**config.mk**
```make
export PLATFORM = sky130hd
export DESIGN_NAME = ex_trap_arbiter
export DESIGN_NICKNAME = d
export VERILOG_FILES = /design/src/rtl/ex_trap_pkg.sv /design/src/rtl/ex_trap_sync_edge.sv /design/src/rtl/ex_trap_arbiter.sv
export SDC_FILE = /design/constraint.sdc
export NUM_CORES = 1
export LEC_CHECK = 0
export CAP_MARGIN = 10
export CORE_ASPECT_RATIO = 0.5
export CORE_MARGIN = 4
export CORE_UTILIZATION = 25
export CTS_CLUSTER_DIAMETER = 80
export DETAILED_ROUTE_END_ITERATION = 6
export GPL_TIMING_DRIVEN = 1
export SETUP_SLACK_MARGIN = 0.4
export SYNTH_ARGS = -nofsm -noshare
export SYNTH_HDL_FRONTEND = slang
export SYNTH_HIERARCHICAL = 1
export SYNTH_SLANG_ARGS = --single-unit
```
**constraint.sdc**
```tcl
create_clock -name clk -period 2.2 [get_ports clk]
set_clock_uncertainty 0.2 [all_clocks]
set_input_delay 0.44 -clock clk [delete_from_list [all_inputs] [get_ports clk]]
set_output_delay 0.44 -clock clk [all_outputs]
set_load 0.02 [all_outputs]
```
**src/rtl/ex_trap_pkg.sv**
```systemverilog
// Shared types and helpers for the external-trap arbiter.
// Holds the arbiter state encoding, the source-count ceiling and the
// round-robin pick function used by ex_trap_arbiter.
package ex_trap_pkg;

    typedef enum logic [1:0] {
        IDLE = 2'd0,
        REQ  = 2'd1,
        GAP  = 2'd2
    } state_e;

    localparam int SRC_NUM_MAX = 32;

    // Returns the first set bit of req at or after (last+1), wrapping at n.
    // Starting the search at last+1 gives the previous winner lowest priority.
    // Callers guarantee last < n; the result is 0 when req is empty.
    function automatic logic [4:0] rr_pick(input logic [SRC_NUM_MAX-1:0] req,
                                           input logic [4:0]             last,
                                           input int                     n);
        logic [4:0] pick;
        logic       found;
        int         idx;
        pick  = '0;
        found = 1'b0;
        for (int i = 1; i <= SRC_NUM_MAX; i++) begin
            idx = int'(last) + i;
            if (idx >= n) idx = idx - n;
            if (idx >= n) idx = idx - n;
            if ((i <= n) && !found && req[idx]) begin
                pick  = 5'(idx);
                found = 1'b1;
            end
        end
        return pick;
    endfunction

endpackage

```
**src/rtl/ex_trap_sync_edge.sv**
```systemverilog
// Per-source capture cell: SYNC_STAGES-deep synchroniser for an
// asynchronous interrupt pin followed by a rising-edge detector.
// edge_o is a one-cycle pulse in the clk domain.
module trap_sync_edge #(
    parameter int SYNC_STAGES = 2
) (
    input  logic clk,
    input  logic rst,
    input  logic async_i,
    output logic edge_o
);

    logic [SYNC_STAGES-1:0] sync_q;
    logic                   prev_q;

    // Shift the raw pin through the synchroniser and keep one cycle of history.
    always_ff @(posedge clk or posedge rst) begin
        if (rst) begin
            sync_q <= '0;
            prev_q <= 1'b0;
        end else begin
            sync_q <= {sync_q[SYNC_STAGES-2:0], async_i};
            prev_q <= sync_q[SYNC_STAGES-1];
        end
    end

    assign edge_o = sync_q[SYNC_STAGES-1] & ~prev_q;

endmodule

```
**src/rtl/ex_trap_arbiter.sv**
```systemverilog
// External interrupt collector for the core trap input.
// Each source is synchronised, edge detected and latched as pending; pending
// sources are granted round-robin over a valid/ready handshake with a
// one-cycle gap after every accepted trap.
// Optional feature macro: EX_TRAP_MASK_EN adds a writable enable mask
// (reset all-ones); without it every source is always enabled.
module ex_trap_arbiter
    import ex_trap_pkg::*;
#(
    parameter  int SRC_NUM     = 4,
    parameter  int SYNC_STAGES = 2,
    localparam int ID_W        = $clog2(SRC_NUM)
) (
    input  logic               clk,
    input  logic               rst,
    input  logic [SRC_NUM-1:0] src_i,
    output logic               trap_valid_o,
    input  logic               trap_ready_i,
    output logic [ID_W-1:0]    trap_id_o,
`ifdef EX_TRAP_MASK_EN
    input  logic               mask_we_i,
    input  logic [SRC_NUM-1:0] mask_wdata_i,
    output logic [SRC_NUM-1:0] mask_o,
`endif
    output logic [SRC_NUM-1:0] pend_o
);

    logic [SRC_NUM-1:0] edge_vec;
    logic [SRC_NUM-1:0] mask_vec;
    logic [SRC_NUM-1:0] arb_req;
    logic [SRC_NUM-1:0] clr_vec;
    logic [SRC_NUM-1:0] pend_q, pend_d;
    logic               valid_q, valid_d;
    logic [ID_W-1:0]    id_q, id_d;
    logic [ID_W-1:0]    last_q, last_d;
    logic [ID_W-1:0]    pick_id;
    state_e             state_q, state_d;

    for (genvar n = 0; n < SRC_NUM; n++) begin : g_src
        trap_sync_edge #(.SYNC_STAGES(SYNC_STAGES)) u_sync (
            .clk     (clk),
            .rst     (rst),
            .async_i (src_i[n]),
            .edge_o  (edge_vec[n])
        );
    end

`ifdef EX_TRAP_MASK_EN
    logic [SRC_NUM-1:0] mask_q;

    // Software-writable enable mask; masked sources still collect pending bits.
    always_ff @(posedge clk or posedge rst) begin
        if (rst) mask_q <= '1;
        else if (mask_we_i) mask_q <= mask_wdata_i;
    end

    assign mask_vec = mask_q;
    assign mask_o   = mask_q;
`else
    assign mask_vec = '1;
`endif

    assign arb_req = pend_q & mask_vec;
    assign pick_id = ID_W'(rr_pick(SRC_NUM_MAX'(arb_req), 5'(last_q), SRC_NUM));

    // Arbiter state register.
    always_ff @(posedge clk or posedge rst) begin
        if (rst) state_q <= IDLE;
        else     state_q <= state_d;
    end

    // Next-state logic: request only from IDLE, hold REQ until accepted, one GAP cycle.
    always_comb begin
        state_d = state_q;
        case (state_q)
            IDLE:    if (|arb_req)    state_d = REQ;
            REQ:     if (trap_ready_i) state_d = GAP;
            GAP:     state_d = IDLE;
            default: state_d = IDLE;
        endcase
    end

    // Output logic: launch a request on a pick, retire it on ready.
    always_comb begin
        valid_d = valid_q;
        id_d    = id_q;
        last_d  = last_q;
        clr_vec = '0;
        case (state_q)
            IDLE: begin
                if (|arb_req) begin
                    valid_d = 1'b1;
                    id_d    = pick_id;
                end
            end
            REQ: begin
                if (trap_ready_i) begin
                    valid_d      = 1'b0;
                    last_d       = id_q;
                    clr_vec[id_q] = 1'b1;
                end
            end
            default: ;
        endcase
    end

    // A new edge in the clearing cycle wins, so the source is never lost.
    assign pend_d = (pend_q & ~clr_vec) | edge_vec;

    // Request, id, rr pointer and pending registers.
    always_ff @(posedge clk or posedge rst) begin
        if (rst) begin
            valid_q <= 1'b0;
            id_q    <= '0;
            last_q  <= ID_W'(SRC_NUM - 1);
            pend_q  <= '0;
        end else begin
            valid_q <= valid_d;
            id_q    <= id_d;
            last_q  <= last_d;
            pend_q  <= pend_d;
        end
    end

    assign trap_valid_o = valid_q;
    assign trap_id_o    = id_q;
    assign pend_o       = pend_q;

endmodule

```
Yosys cells after proc, flatten, opt, wreduce, memory -nomap -nowiden --
Index checks and enable logic that the tools add are counted.
Word-level totals: register bits after elaboration 23, bits of input ports 7, output and inout port bits 7
Cells by class: add/sub/neg operators 12, $lt $le $gt $ge 14, equal/unequal tests 3, mux-type cells 37, bitwise logic cells 11, reduce and logical (&&, ||, !) cells 14
Operators by type and width (number):
- 2-to-1 mux 32 bit | 8
- greater-or-equal comparator 32 x 4 -> 1 bit, second input constant | 4
- < comparator 32 x 7 -> 1 bit, second input constant | 4
- subtractor 32 x 4 -> 32 bit, second input constant | 4
- binary-select mux 1 bit (select 5 bit) | 4
- 2-to-1 mux 1 bit | 14
- 2-to-1 mux 2 bit | 6
- subtractor 3 x 3 -> 4 bit, second input constant | 3
- greater-or-equal comparator 3 bit, second input constant | 3
- 2-to-1 mux 4 bit | 2
- adder 2 x 2 -> 3 bit, second input constant | 2
- AND reduction 2 bit | 3
- subtractor 4 x 3 -> 5 bit, second input constant | 1
- adder 2 x 3 -> 4 bit, second input constant | 1
- bitwise AND 1 bit | 4
- bitwise AND 4 bit | 1
- greater-or-equal comparator 4 x 3 -> 1 bit, second input constant | 1
- logical AND 1 bit | 4
- inequality test 2 bit, second input constant | 2
- NOT 1 bit | 4
- NOT 4 bit | 1
- bitwise OR 4 bit | 1
- case mux 2 bit (2 select lines) | 1
- OR reduction 4 bit | 1
- 10 further kinds | 12

Longest topological paths before layout --
Gate-level depths: netlist of the first run.
depth in word-level cells 18, gate-level depth with buffers 8, depth with buffers taken out 7

Hierarchy --
The synthesis of the first run kept the hierarchy.
Modules (own cells, without submodules):
- ex_trap_arbiter | times used 1, cells each 64, area an instance 674.4 um^2, seq. area each 277.8 um^2
- trap_sync_edge | times used 4, cells each 5, area an instance 92.6 um^2, seq. area each 75.1 um^2

Worst setup path after synthesis of the first run --
OpenSTA, ideal clock, no wires.
kind register to register, start reg last_q[0], end reg id_q[0], in the netlist trap_id_o[0], library setup time 0.092 ns, data arrival time 1.924 ns, slack -0.016 ns, cell stages (with the launch flop) 9, path buffers 1, period minus slack after synthesis 2.216 ns, path through dfstp_2 buf_6 inv_1 ha_1 mux4_2 nor2b_4 nor2b_1 o21a_1 o31ai_2
On the way: word-level cells in the longest chain between the ends 18, elaborated cells between the ends (all ways) 53, classes of those cells 12 x add/sub; 8 x order compare; 27 x mux; 6 x reduce/logical
Ends and longest elaborated chain:
- from (decl) | RTL line ex_trap_arbiter.sv:35 | logic [ID_W-1:0] last_q, last_d;
- from (signal assigned) | RTL line ex_trap_arbiter.sv:115 | last_q <= ID_W'(SRC_NUM - 1);
- from (signal assigned) | RTL line ex_trap_arbiter.sv:120 | last_q <= last_d;
- adder 2 x 1 -> 3 bit | RTL line ex_trap_pkg.sv:26 | idx = int'(last) + i;
- subtractor 3 x 3 -> 4 bit or greater-or-equal comparator 3 bit (tied branches) | RTL line ex_trap_pkg.sv:27 | if (idx >= n) idx = idx - n;
- 2-to-1 mux 32 bit | RTL line ex_trap_pkg.sv:27
- subtractor 32 x 4 -> 32 bit or greater-or-equal comparator 32 x 4 -> 1 bit (tied branches) | RTL line ex_trap_pkg.sv:28 | if (idx >= n) idx = idx - n;
- 2-to-1 mux 32 bit | RTL line ex_trap_pkg.sv:28
- binary-select mux 1 bit (select 5 bit) | RTL line ex_trap_pkg.sv:29 | if ((i <= n) && !found && req[idx]) begin
- 2-to-1 mux 1 bit (implied by the code) (2 in a row) | RTL line ex_trap_pkg.sv:29
- 2-to-1 mux 1 bit | RTL line ex_trap_pkg.sv:29
- logical NOT 1 bit | RTL line ex_trap_pkg.sv:29
- logical AND 1 bit | RTL line ex_trap_pkg.sv:29
- 2-to-1 mux 1 bit | RTL line ex_trap_pkg.sv:29
- logical NOT 1 bit | RTL line ex_trap_pkg.sv:29
- logical AND 1 bit | RTL line ex_trap_pkg.sv:29
- 2-to-1 mux 1 bit | RTL line ex_trap_pkg.sv:29
- logical NOT 1 bit | RTL line ex_trap_pkg.sv:29
- logical AND 1 bit | RTL line ex_trap_pkg.sv:29
- 2-to-1 mux 2 bit * | RTL line ex_trap_pkg.sv:29
- to (signal assigned) | RTL line ex_trap_arbiter.sv:119 | id_q <= id_d;
- to (decl) | RTL line ex_trap_arbiter.sv:34 | logic [ID_W-1:0] id_q, id_d;
Mark *: on every way between the ends. The rest lies on a longest branch, timed or not. The select of a mux whose other input is x is not followed. A chain may end at the register's enable or synchronous reset.

Final worst setup path of the first run --
Same ends and word-level chain as after synthesis.

==> results by group, run 1 <==
Routing
  • DRC Markers: 0
  • ANT nets after route: 0
  • DR vias/cell: 4.36
  • Avg WL per Cell: roughly 12 um
  • WL final: 1.87 mm
  • Via count: slightly below 700
  • TritonRoute pass-1 iters: 4
  • DRT iter0 DRCs: 28

Worst hold path
  • Min-delay src: g_src[2].u_sync/sync_q[0]
  • Hold Path Class: reg2reg

Timing
  • Highest clock rate: between 0.4 and 0.5 GHz
  • Final period util: roughly 95%
  • Worst-margin pin slew: 0.452 ns
  • Unrepaired setup endpoints after global routing: yes
  • Fin Hold WS: 0.153 ns
  • Final Max Slew Viols: 0
  • Final Hold Viols: 0
  • Relative slew margins: approximately 70%
  • Setup_tns: 0 ns
  • Final Critical Period: 2.10 ns
  • Setup-failing EPs final: 0

Worst setup path
  • Crit path required time: 2.14 ns
  • Worst setup EP type: flip-flop
  • R2R Path Start: last_q[0]
  • Worst path cell trace: inv_4 -> ha_4 -> buf_4 -> mux4_2 -> a211oi_1 -> o31ai_2
  • Worst-path fanout max: 5
  • CP Launch Point: last_q[0]
  • Worst EP arrival: between 2 and 2.5 ns
  • Slowest stage delay, CP: around 0.60 ns
  • CP Class: reg2reg
  • Slowest cell on the critical path: dfstp_2
  • Crit path launch type: flip-flop

Global route
  • Largest net degree at the start of global routing: 14
  • First-pass GRT wire length: 2.99 mm
  • Initial antenna violation count: 0
  • Grt ovf: 0
  • Vias in the first global route: approximately 660
  • Tot GR Track Use: 7.35%

Place
  • Dpl hpwl: 1.35 mm
  • GP Congestion: roughly 0.81
  • PortBufs: 13

Yosys
  • Post-synth EDFFs: 0
  • Post-synthesis area per instance: about 12 um2
  • Mapped cell area: 0.00104 mm2
  • Synthesized instance count: 84
  • Adder-cell share of the synthesized area: 1.20%
  • Synth warnings: 6
  • Asr flop ratio synth: 100%
  • Post-synth cell types: 29
  • Seq/Total Area, Yosys: 55.3%
  • Multiplexer share of the synthesized area: about a tenth
  • Post-synthesis xor/xnor area fraction: 0%
  • Net count after synthesis: 92
  • Main combinational cell family by area after synthesis: simple AND/OR/NAND/NOR gates
  • Main synth FF type: dfrtp_1
  • Post-synthesis compound-gate area fraction: between 10% and 20%
  • Yosys reg bits: 23
  • Post-synthesis simple-gate area fraction: 16.0%

Floorplanning
  • Die Y: about 54 um
  • Std-Cell Core Area: between 0.003 and 0.004 mm2
  • Die W: 99.4 um
  • Initial core utilization: between 20% and 30%
  • I/O pins: 14
  • Row cnt: 16
  • Die footprint: 0.00534 mm2

Finish
  • Most common cell after layout, fill and taps aside: dfrtp_1
  • Final nets: between 100 and 150
  • Diode count: 0
  • Commonest non-fill, non-tap cells in the layout: 18 x dfrtp_1, 8 x inv_1, 7 x dlygate4sd2_1
  • Ratio of cells with drive above 1 in the final layout: between 30% and 40%
  • Final core utilization: 34.3%
  • Layout area overhead: 30.2%

CTS
  • CTS sink count: 23
  • H-tree levels: 1
  • CTS tree: done
  • Clk buf depth: 2
  • Clock Latency Late Sink: roughly 0.26 ns
  • CTS Root Cell: clkbuf_8
  • Clock transition at path regs: 0.08 ns
  • Total CTS buffers: 3

Outcome
  • Outcome: finished, final reports clean

Pwr
  • Pwr/cell area: 1410 mW/mm2
  • Max VDD drop: ~0.32 mV
  • P_leak: 0.584 nW

Job
  • Max cap viols: 0
## metal layers
metal	global-route usage (%)	share of wire [%]
met5	0	0
met1	8.62	45
met2	12.3	50
met4	4.08	1.4
met3	2.33	4.1
## worst max-delay path, delay by kind of cell (launching register included)
family	cells	cell delay, ns
flops	1	0.60
compound gates	2	0.39
mux	1	0.36
fa+ha+maj	1	0.26
buf+inv	2	0.16
## layout make-up
type	count	area (um2)
Multi-Input combinational cell	50	463
Clock buffer	3	41.3
Inverter	10	42.5
Clock inverter	1	5.00
Tap cell	54	67.6
Timing Repair Buffer	18	159
Sequential cell	23	582
Fill cell	394	2600
## worst paths after layout
check	end	slack (ns)	depth (start not counted)
worst max-delay path	trap_id_o[0]	0.10	6
worst min-delay path	g_src[2].u_sync/sync_q[1]	0.15	0
worst max register to register	trap_id_o[0]	0.10	6
worst min register to register	g_src[2].u_sync/sync_q[1]	0.15	0
max in group asynchronous	last_q[1]	1.09	2
min in group asynchronous	g_src[3].u_sync/sync_q[0]	0.26	2
## power breakdown
group	internal, mW	switching, mW	leakage [nW]
Combinational	0.493	0.457	0.303
Clock	0.126	0.130	0.0255
Sequential	0.544	0.167	0.256
Total	1.16	0.755	0.584
## timing repair
action / in CTS / in global routing
pin swaps: 4 / 3
gates resized for setup: 9 / 9
buffers inserted: 3 / 0
endpoints found under the setup margin: 10 / 8
endpoints found under the hold margin: 0 / 0
hold buffers: 0 / 0
## Yosys cell counts (2+ instances only)
| master | number | share of area (%) |
|---|---|---|
| nor2_1 | 4 | 1.4 |
| nand3_1 | 2 | 0.96 |
| a21o_1 | 2 | 1.4 |
| mux4_2 | 3 | 6.5 |
| nand2_1 | 5 | 1.8 |
| or2_2 | 2 | 1.2 |
| inv_1 | 10 | 3.6 |
| nor2b_4 | 5 | 6.6 |
| o21ai_0 | 4 | 1.9 |
| nand2b_1 | 4 | 2.4 |
| dfrtp_1 | 21 | 50 |
| a21oi_1 | 2 | 0.96 |
| mux2i_1 | 3 | 2.9 |
| dfstp_2 | 2 | 5.0 |
## through the flow
stage	area (um2)	std cells	worst slack (ns)	power, mW
after floorplan	1060	84	0.112	1.30
after global routing	1360	159	0.00514	2.05
after global placement	1260	152	0.0508	1.57
final	1360	159	0.103	1.92
after CTS	1330	159	0.0752	1.84
after detailed placement	1260	152	0.0645	1.57
## kinds of logic (layout without fill, tap and decap cells)
| family | Yosys count | count (layout) |
|---|---|---|
| buffers and inverters | 11 | 32 |
| multiplexers | 7 | 7 |
| AND/OR/NAND/NOR | 25 | 25 |
| AO/OA/AOI/OAI | 17 | 17 |
| flip-flops | 23 | 23 |
| adder cells (fa/ha/maj) | 1 | 1 |
## sequential cells by signal, indices dropped and copies added, names as in the netlist
name                 count
trap_valid_o             1
pend_o                   4
state_q                  2
trap_id_o                2
last_q                   2
g_src.u_sync/prev_q      4
g_src.u_sync/sync_q      8
Note: power is estimated with default switching activity, not from simulation.
==> run 2: changes to the inputs <==
Settings changed: CELL_PAD_IN_SITES_DETAIL_PLACEMENT set to 0, CELL_PAD_IN_SITES_GLOBAL_PLACEMENT set to 1, CORE_MARGIN 4 to 2, PLACE_DENSITY_LB_ADDON set to 0.1.
==> run 2 against run 1 <==
Compared with the run above: wire length up 7.5%; clock power hardly changed; sequential share of layout area rose by 0.59 points; flip-flop and latch count is the same; critical path type unchanged; critical endpoint is now trap_id_o[1]; largest power group unchanged.
==> results by group, run 2 (synthesis results as in run 1) <==
Outcome
  • Outcome: finished, final reports clean

Timing
  • Relative slew margins: between 70% and 80%
  • Highest clock rate: approximately 0.47 GHz
  • Final period util: between 90% and 100%
  • Setup-failing EPs final: 0
  • Unrepaired setup endpoints after global routing: yes
  • Final Hold Viols: 0
  • Setup_tns: 0 ns
  • Worst-margin pin slew: about 0.44 ns
  • Final Max Slew Viols: 0
  • Final Critical Period: 2.11 ns

Floorplanning
  • Initial core utilization: roughly a quarter
  • Die W: 95.4 um
  • Die footprint: about 0.0047 mm2
  • Std-Cell Core Area: between 0.003 and 0.004 mm2
  • I/O pins: 14
  • Die Y: roughly 50 um
  • Row cnt: 16

Routing
  • TritonRoute pass-1 iters: 4
  • DRT iter0 DRCs: 37
  • DR vias/cell: between 4 and 5
  • ANT nets after route: 0
  • Via count: 669
  • DRC Markers: 0
  • WL final: just over 2 mm
  • Avg WL per Cell: around 13 um

Global route
  • Grt ovf: 0
  • First-pass GRT wire length: about 3.4 mm
  • Initial antenna violation count: 0
  • Tot GR Track Use: roughly 9.6%
  • Vias in the first global route: 694
  • Largest net degree at the start of global routing: 13

Place
  • Placed Instance Area: about 0.0013 mm2
  • Dpl hpwl: between 1.5 and 2 mm
  • GP Congestion: approximately 0.75
  • PortBufs: 13

Finish
  • Layout area overhead: 28.1%
  • Most common cell after layout, fill and taps aside: dfrtp_1
  • Diode count: 0
  • Fin area: between 0.001 and 0.0015 mm2
  • Final nets: 113
  • Flip-flop count of the largest register after layout: 8
  • Commonest non-fill, non-tap cells in the layout: 19 x dfrtp_1, 8 x inv_1, 7 x clkdlybuf4s50_1
  • Biggest register: g_src.u_sync/sync_q
  • Ratio of cells with drive above 1 in the final layout: ~28%

Pwr
  • Switching fraction of total power: slightly below 40%
  • Int Pwr: 1.15 mW
  • NetSw: between 0.7 and 0.8 mW
  • Pwr/cell area: approximately 1400 mW/mm2
  • Clk pwr share: 13.7%
  • Seq pwr share: about 38%
  • Max VDD drop: approximately 0.40 mV
  • P_leak: roughly 0.58 nW
  • Combinational share of power: 48.8%

CTS
  • CTS Root Cell: clkbuf_8
  • H-tree levels: 1
  • Clk buf depth: 2
  • Clock transition at path regs: around 0.08 ns
  • CTS sink count: 23
  • Total CTS buffers: 3
  • Clock Latency Late Sink: around 0.26 ns
  • CTS tree: done

Worst setup path
  • Worst setup EP type: flip-flop
  • Worst-path fanout max: 4
  • Worst EP arrival: between 2 and 2.5 ns
  • Crit path required time: about 2.1 ns
  • Crit path launch type: flip-flop
  • CP Class: reg2reg

Worst hold path
  • Hold Path Class: reg2reg

Job
  • Max cap viols: 0
==> run 2: repair_timing <==
action / CTS / global route
hold buffers: 0 / 0
setup buffers: 1 / 1
gates resized for setup: 9 / 5
setup endpoints to repair: 10 / 8
==> run 2: final timing paths <==
kind | from | cells past startpoint | endpoint | slack, ns
max | last_q[0] | 7 | trap_id_o[1] | 0.09
min | g_src[1].u_sync/sync_q[0] | 0 | g_src[1].u_sync/sync_q[1] | 0.15
max reg2reg | last_q[0] | 7 | trap_id_o[1] | 0.09
min reg2reg | g_src[1].u_sync/sync_q[0] | 0 | g_src[1].u_sync/sync_q[1] | 0.15
max in group asynchronous | rst | 2 | last_q[1] | 1.08
min in group asynchronous | rst | 2 | g_src[3].u_sync/prev_q | 0.25
==> run 2: power groups by stage <==
stage	registers (mW)	clock network [mW]	logic, mW
final	0.704	0.258	0.918
after CTS	0.693	0.269	0.889
after floorplan	0.723	0	0.576
after detailed placement	0.703	0	0.882
after global placement	0.704	0	0.875
after global routing	0.725	0.290	1.01
==> run 2: cell type report <==
cell class                      count  area, um2
Clock buffer                        4       45.0
Tap cell                           54       67.6
Timing Repair Buffer               17        153
Fill cell                         424       2630
Multi-Input combinational cell     50        450
Inverter                           10       42.5
Sequential cell                    23        581
==> run 2: routing by layer <==
metal	wire, um	up-vias	track usage, %
li1	-	324	-
met1	957	333	12.7
met2	985	10	15.0
met3	61	2	3.21
met4	9	0	2.86
met5	0	-	0
==> run 2: critical path: stages (launching register included) <==
cell	delay (ns)
dfstp_2	0.59
inv_4	0.05
ha_4	0.28
mux4_2	0.34
a21bo_1	0.20
a21oi_1	0.06
o22ai_1	0.18
a22oi_1	0.09
==> run 2: stage by stage <==
stage          power, mW  util [%]  hold WS [ns]  setup WS (ns)  std cells
2_1_floorplan       1.30         -      -0.00636          0.112         84
3_3_place_gp        1.58      31.8         0.134          0.107        152
3_5_place_dp        1.58      31.8         0.136         0.0726        152
4_1_cts             1.85      33.1         0.153         0.0776        157
5_1_grt             2.02      33.8         0.164        0.00444        158
6_report            1.88      33.8         0.150         0.0936        158
==> variant 1 (flow settings as in run 2) <==
The option `EX_TRAP_MASK_EN` is turned on by a define.
--- a/src/rtl/ex_trap_arbiter.sv
+++ b/src/rtl/ex_trap_arbiter.sv
@@ -6,2 +6,4 @@
 // (reset all-ones); without it every source is always enabled.
+`define EX_TRAP_MASK_EN
+
 module ex_trap_arbiter
Interface: changed (added mask_o, mask_wdata_i and mask_we_i); port bits go from 14 to 23. No check against the original RTL was run, so the function may have changed too.
==> variant 1 against run 2 <==
  * Setup slack improved by 0.21 ns
  * Final area rose by 31%
  * Non-clock buffer count rose by 20
  * Power rose by 18%
  * Critical path depth fell by 1
  * Sequential cell count rose by 4
  * Combinational power rose by 27%
  * Area after synthesis rose by 19%
  * Via count rose by 40%
  * Clock power rose by 10%
  * Wire length rose by 40%
  * Critical path type unchanged
  * Critical endpoint is now trap_id_o[0]$_DFFE_PP0P_
==> variant 1: results (changes against run 2) <==
WORSTHOLDPATHCELLS=0  # unchanged
PLACED_CELL_AREA_MM2=0.00160  # +27%
IO_BUFFERS=22  # +9
MAX-VDD-IR-DROP_mV=0.315  # -21%
RELSLEWSLACK_PCT=79.9  # +9.6 points
GLOBALPLACE.CONGESTION=0.831  # +11%
SYN-INSTANCE-COUNT=108  # +29%
CRIT_PATH_START='last_q[0]$_DFFE_PP1P_'
SYNTH.AREA.TOP_CELLS='sky130_fd_sc_hd__dfrtp_1, sky130_fd_sc_hd__dfstp_2, sky130_fd_sc_hd__o21ai_0'
POWER.STATIC_LEAKAGE_nW=0.733  # +27%
COUNT_OF_CELLS_ALONG_THE_WORST_REGISTER_TO_REGISTER_PATH=6  # -1
HOLD_END='g_src[2].u_sync/sync_q[1]$_DFF_PP0_'
GRT_USAGE_PCT=11.6  # +1.9 points
R2R_SLACK_NS=0.31  # +0.21 ns
SYNTH.TOP_CELLS.BY_COUNT='sky130_fd_sc_hd__dfrtp_1, sky130_fd_sc_hd__o21ai_0, sky130_fd_sc_hd__inv_1, sky130_fd_sc_hd__nand2_1, sky130_fd_sc_hd__nand3_1'
YS_SEQ_AREA_SHARE_PCT=54.9  # -0.45 points
TIMING.HOLD.WORST.CLASS='register to register'
SYNTHDISTINCTLIBCELLS=35  # +21%
DP.FINAL_HPWL_MM=2.09  # +38%
ORIGIN_OF_THE_WORST_MIN_DELAY_PATH='g_src[2].u_sync/sync_q[0]$_DFF_PP0_'
OUTCOME='complete, no violations'
GRT_START_MAX_NET_PINS=17  # +4
FIN_CELLS=217  # +37%
PATH_DELAY_FAMILY='compound AO/OA/AOI/OAI gates'
PLACED_CELLS_INCL_TAPS=202  # +33%
SW_FRAC_OF_TOTAL_PCT=40.6  # +1.7 points
WORST_SKEW_PAIR.LATE_LATENCY_NS=0.27
POST-ROUTE-MIN-PERIOD_NS=1.89  # -0.213 ns
VIA_COUNT=939  # +40%
DATA_ARRIVAL_TIME_OF_THE_WORST_PATH_NS=1.84  # -0.20 ns
CRITICAL_PATH.REG2REG.ENDPOINT='trap_id_o[0]$_DFFE_PP0P_'
FINAL_NETS=161  # +42%
LARGEST-REGISTER='g_src.u_sync/sync_q'
DETAIL_ROUTE.ITER0.VIOLATIONS=36  # -2.7%
VIA_COUNT_OF_THE_FIRST_GLOBAL_ROUTING_PASS=974  # +40%
POST-PLACE-WS_NS=0.110  # +0.0377 ns
DRT-WIRELENGTH-PER-CELL_UM=13.0  # +2.0%
POSTSYNTHNETCOUNT=121  # +32%
FINAL_LAYOUT_SIZE_SUFFIX_GT1_SHARE_PCT=37.4  # +9.5 points
HOLD_WS_NS=0.157  # +0.00722 ns
GLOBAL_ROUTE_WIRE_LENGTH_BEFORE_REPAIR_MM=4.91  # +44%
ASYNC_FLOP_SHARE_PCT=100  # unchanged
-- variant 1: changes by cell type in the layout (fill, tap and decap cells not counted), sizes merged, moves of 3 or more --
cell           before  now
mux2i               3    0
o21ai               4   11
nand2               5    8
mux4                3    0
clkdlybuf4s50       7   11
buf                 4   18
nand3               2    7
mux2                1    4
dfstp               2    6
-- variant 1: cells by family after synthesis --
logic type	after synthesis	synth area share, %
buf+inv	12	4.22
compound gates	30	19.2
fa+ha+maj	1	1.00
flops	27	54.9
mux	4	3.62
simple gates	34	17.1
-- variant 1: per-layer routing --
layer | track usage [%] | part of all wire [%] | wire (um) | vias up
li1 | - | - | - | 460
met1 | 15.8 | 54 | 1520 | 461
met2 | 18.3 | 41 | 1160 | 16
met3 | 3.87 | 4.2 | 119 | 2
met4 | 2.03 | 0.60 | 17 | 0
met5 | 0 | 0 | 0 | -
-- variant 1: power by group through the flow --
stage | Sequential [mW] | Clock [mW] | Combinational (mW)
3_3_place_gp | 0.800 | 0 | 1.01
4_1_cts | 0.768 | 0.304 | 1.16
3_5_place_dp | 0.798 | 0 | 0.992
6_report | 0.770 | 0.284 | 1.17
2_1_floorplan | 0.815 | 0 | 0.651
5_1_grt | 0.795 | 0.329 | 1.29
-- variant 1: area by class of cell --
| cell class | instances | area (um2) |
|---|---|---|
| Inverter | 10 | 40.0 |
| Clock buffer | 3 | 41.3 |
| Sequential cell | 27 | 686 |
| Clock inverter | 1 | 7.51 |
| Multi-Input combinational cell | 69 | 577 |
| Timing Repair Buffer | 37 | 320 |
| Tap cell | 70 | 87.6 |
| Fill cell | 519 | 3110 |
-- variant 1: what timing repair did --
action | in CTS | in global routing
resized for setup | 31 | 12
pin swaps | 5 | 5
endpoints found under the setup margin | 13 | 11
buffers inserted | 10 | 1
hold buffers | 0 | 0
==> variant 2 (flow settings as in run 2) <==
Without the edit above. Encoding of `state_e`: now one-hot (3 bits for 3 states).
--- a/src/rtl/ex_trap_pkg.sv
+++ b/src/rtl/ex_trap_pkg.sv
@@ -5,6 +5,6 @@
 
-    typedef enum logic [1:0] {
-        IDLE = 2'd0,
-        REQ  = 2'd1,
-        GAP  = 2'd2
+    typedef enum logic [2:0] {
+        IDLE = 3'b001,
+        REQ  = 3'b010,
+        GAP  = 3'b100
     } state_e;
Formal check against the unedited RTL: same outputs for any inputs over 10 cycles, from zero or initial values and one cycle with rst high; not proved beyond that.
==> variant 2 against run 2 <==
  * Hold slack improved by 0.0029 ns
  * Final area rose by 5.5%
  * Sequential cell count rose by 1
  * Wire length rose by 8.8%
  * Power fell by 0.95%
  * First-iteration DRC count fell by 8.1%
  * Setup slack got worse by 0.036 ns
  * Area after synthesis rose by 4.2%
  * Final cell count rose by 3.2%
  * Critical endpoint unchanged
==> variant 2: results (changes against run 2) <==
SYNTH.TOP_CELLS.BY_COUNT='sky130_fd_sc_hd__dfrtp_1, sky130_fd_sc_hd__inv_1, sky130_fd_sc_hd__nor2_1, sky130_fd_sc_hd__nand2_1, sky130_fd_sc_hd__nor2b_4'
DRT-TOTAL-WL_MM=2.19  # +8.8%
DETAIL_ROUTE.ITER0.VIOLATIONS=34  # -8.1%
YOSYS-MUX-AREA-FRACTION_PCT=10.3  # -0.074 points
POSTSYNTHNETCOUNT=95  # +3.3%
HOLD_WS_NS=0.153  # +0.00291 ns
GLOBAL_ROUTE_WIRE_LENGTH_BEFORE_REPAIR_MM=3.82  # +12%
MAX-VDD-IR-DROP_mV=0.384  # -4.4%
SYNTH.AREA.TOP_CELLS='sky130_fd_sc_hd__dfrtp_1, sky130_fd_sc_hd__dfstp_2, sky130_fd_sc_hd__nor2b_4'
MAX-CLOCK-PATH-BUFFERS=2  # unchanged
SW_FRAC_OF_TOTAL_PCT=34.8  # -4.1 points
POWER.STATIC_LEAKAGE_nW=0.584  # +1.1%
DATA_ARRIVAL_TIME_OF_THE_WORST_PATH_NS=2.12  # +0.08 ns
ROUTE.DETAILED.VIAS_PER_INST=4.32  # +2.0%
VIA_COUNT_OF_THE_FIRST_GLOBAL_ROUTING_PASS=726  # +4.6%
SYN-INSTANCE-COUNT=87  # +3.6%
GRT_USAGE_PCT=9.98  # +0.37 points
FIN_CRIT_SH_PCT=97.4  # +1.6 points
RELSLEWSLACK_PCT=68.7  # -1.5 points
SHARE_OF_THE_SYNTHESIZED_AREA_IN_COMPOUND_GATES_AO_OA_AOI_OAI_PCT=9.20  # -3.1 points
OUTCOME='complete, no violations'
DP.FINAL_HPWL_MM=1.63  # +8.1%
FINAL_LAYOUT_SIZE_SUFFIX_GT1_SHARE_PCT=31.2  # +3.3 points
YS_SEQ_AREA_SHARE_PCT=55.5  # +0.19 points
POST-PLACE-WS_NS=0.0542  # -0.0184 ns
GLOBALPLACE.CONGESTION=0.742  # -0.48%
SYNTHADDERAREAFRAC_PCT=1.15  # -0.048 points
PLACED_CELLS_INCL_TAPS=156  # +2.6%
[variant 2: changes by cell type in the layout (fill, tap and decap cells not counted), moves of 2 or more]
cell	run 2	this run
sky130_fd_sc_hd__nand2b_1	4	1
sky130_fd_sc_hd__nor2_1	4	7
sky130_fd_sc_hd__a21o_1	2	4
sky130_fd_sc_hd__a21oi_2	0	2
sky130_fd_sc_hd__inv_1	8	6
sky130_fd_sc_hd__nand3b_1	0	2
sky130_fd_sc_hd__nor2b_1	0	2
[variant 2: power by group through the flow]
stage | Sequential [mW] | Clock [mW] | Combinational, mW
after global routing | 0.719 | 0.424 | 0.865
after detailed placement | 0.706 | 0 | 0.757
after global placement | 0.701 | 0 | 0.755
after floorplan | 0.714 | 0 | 0.495
final | 0.695 | 0.378 | 0.788
after CTS | 0.697 | 0.396 | 0.779
[variant 2: per-layer routing]
layer	track usage [%]	vias to the layer above	part of all wire (%)
met5	0	-	0
met3	3.34	2	3.3
li1	-	341	-
met2	15.9	12	46
met1	13.3	349	51
met4	2.31	0	0.37
[variant 2: through the flow]
stage / setup TNS [ns] / cell area (um2)
5_1_grt: -0.0234 / 1410
6_report: 0 / 1410
3_5_place_dp: 0 / 1310
2_1_floorplan: 0 / 1100
4_1_cts: 0 / 1400
3_3_place_gp: 0 / 1310
[variant 2: what timing repair did]
item                                    CTS  global route
endpoints found under the setup margin    9             6
pin swaps                                 4             3
resized for setup                        10             3
buffers inserted                          2             1
[variant 2: cell type report]
class | count | area [um2]
Inverter | 8 | 32.5
Multi-Input combinational cell | 54 | 462
Tap cell | 54 | 67.6
Clock buffer | 3 | 41.3
Fill cell | 420 | 2630
Sequential cell | 24 | 608
Clock inverter | 1 | 30.0
Timing Repair Buffer | 19 | 171
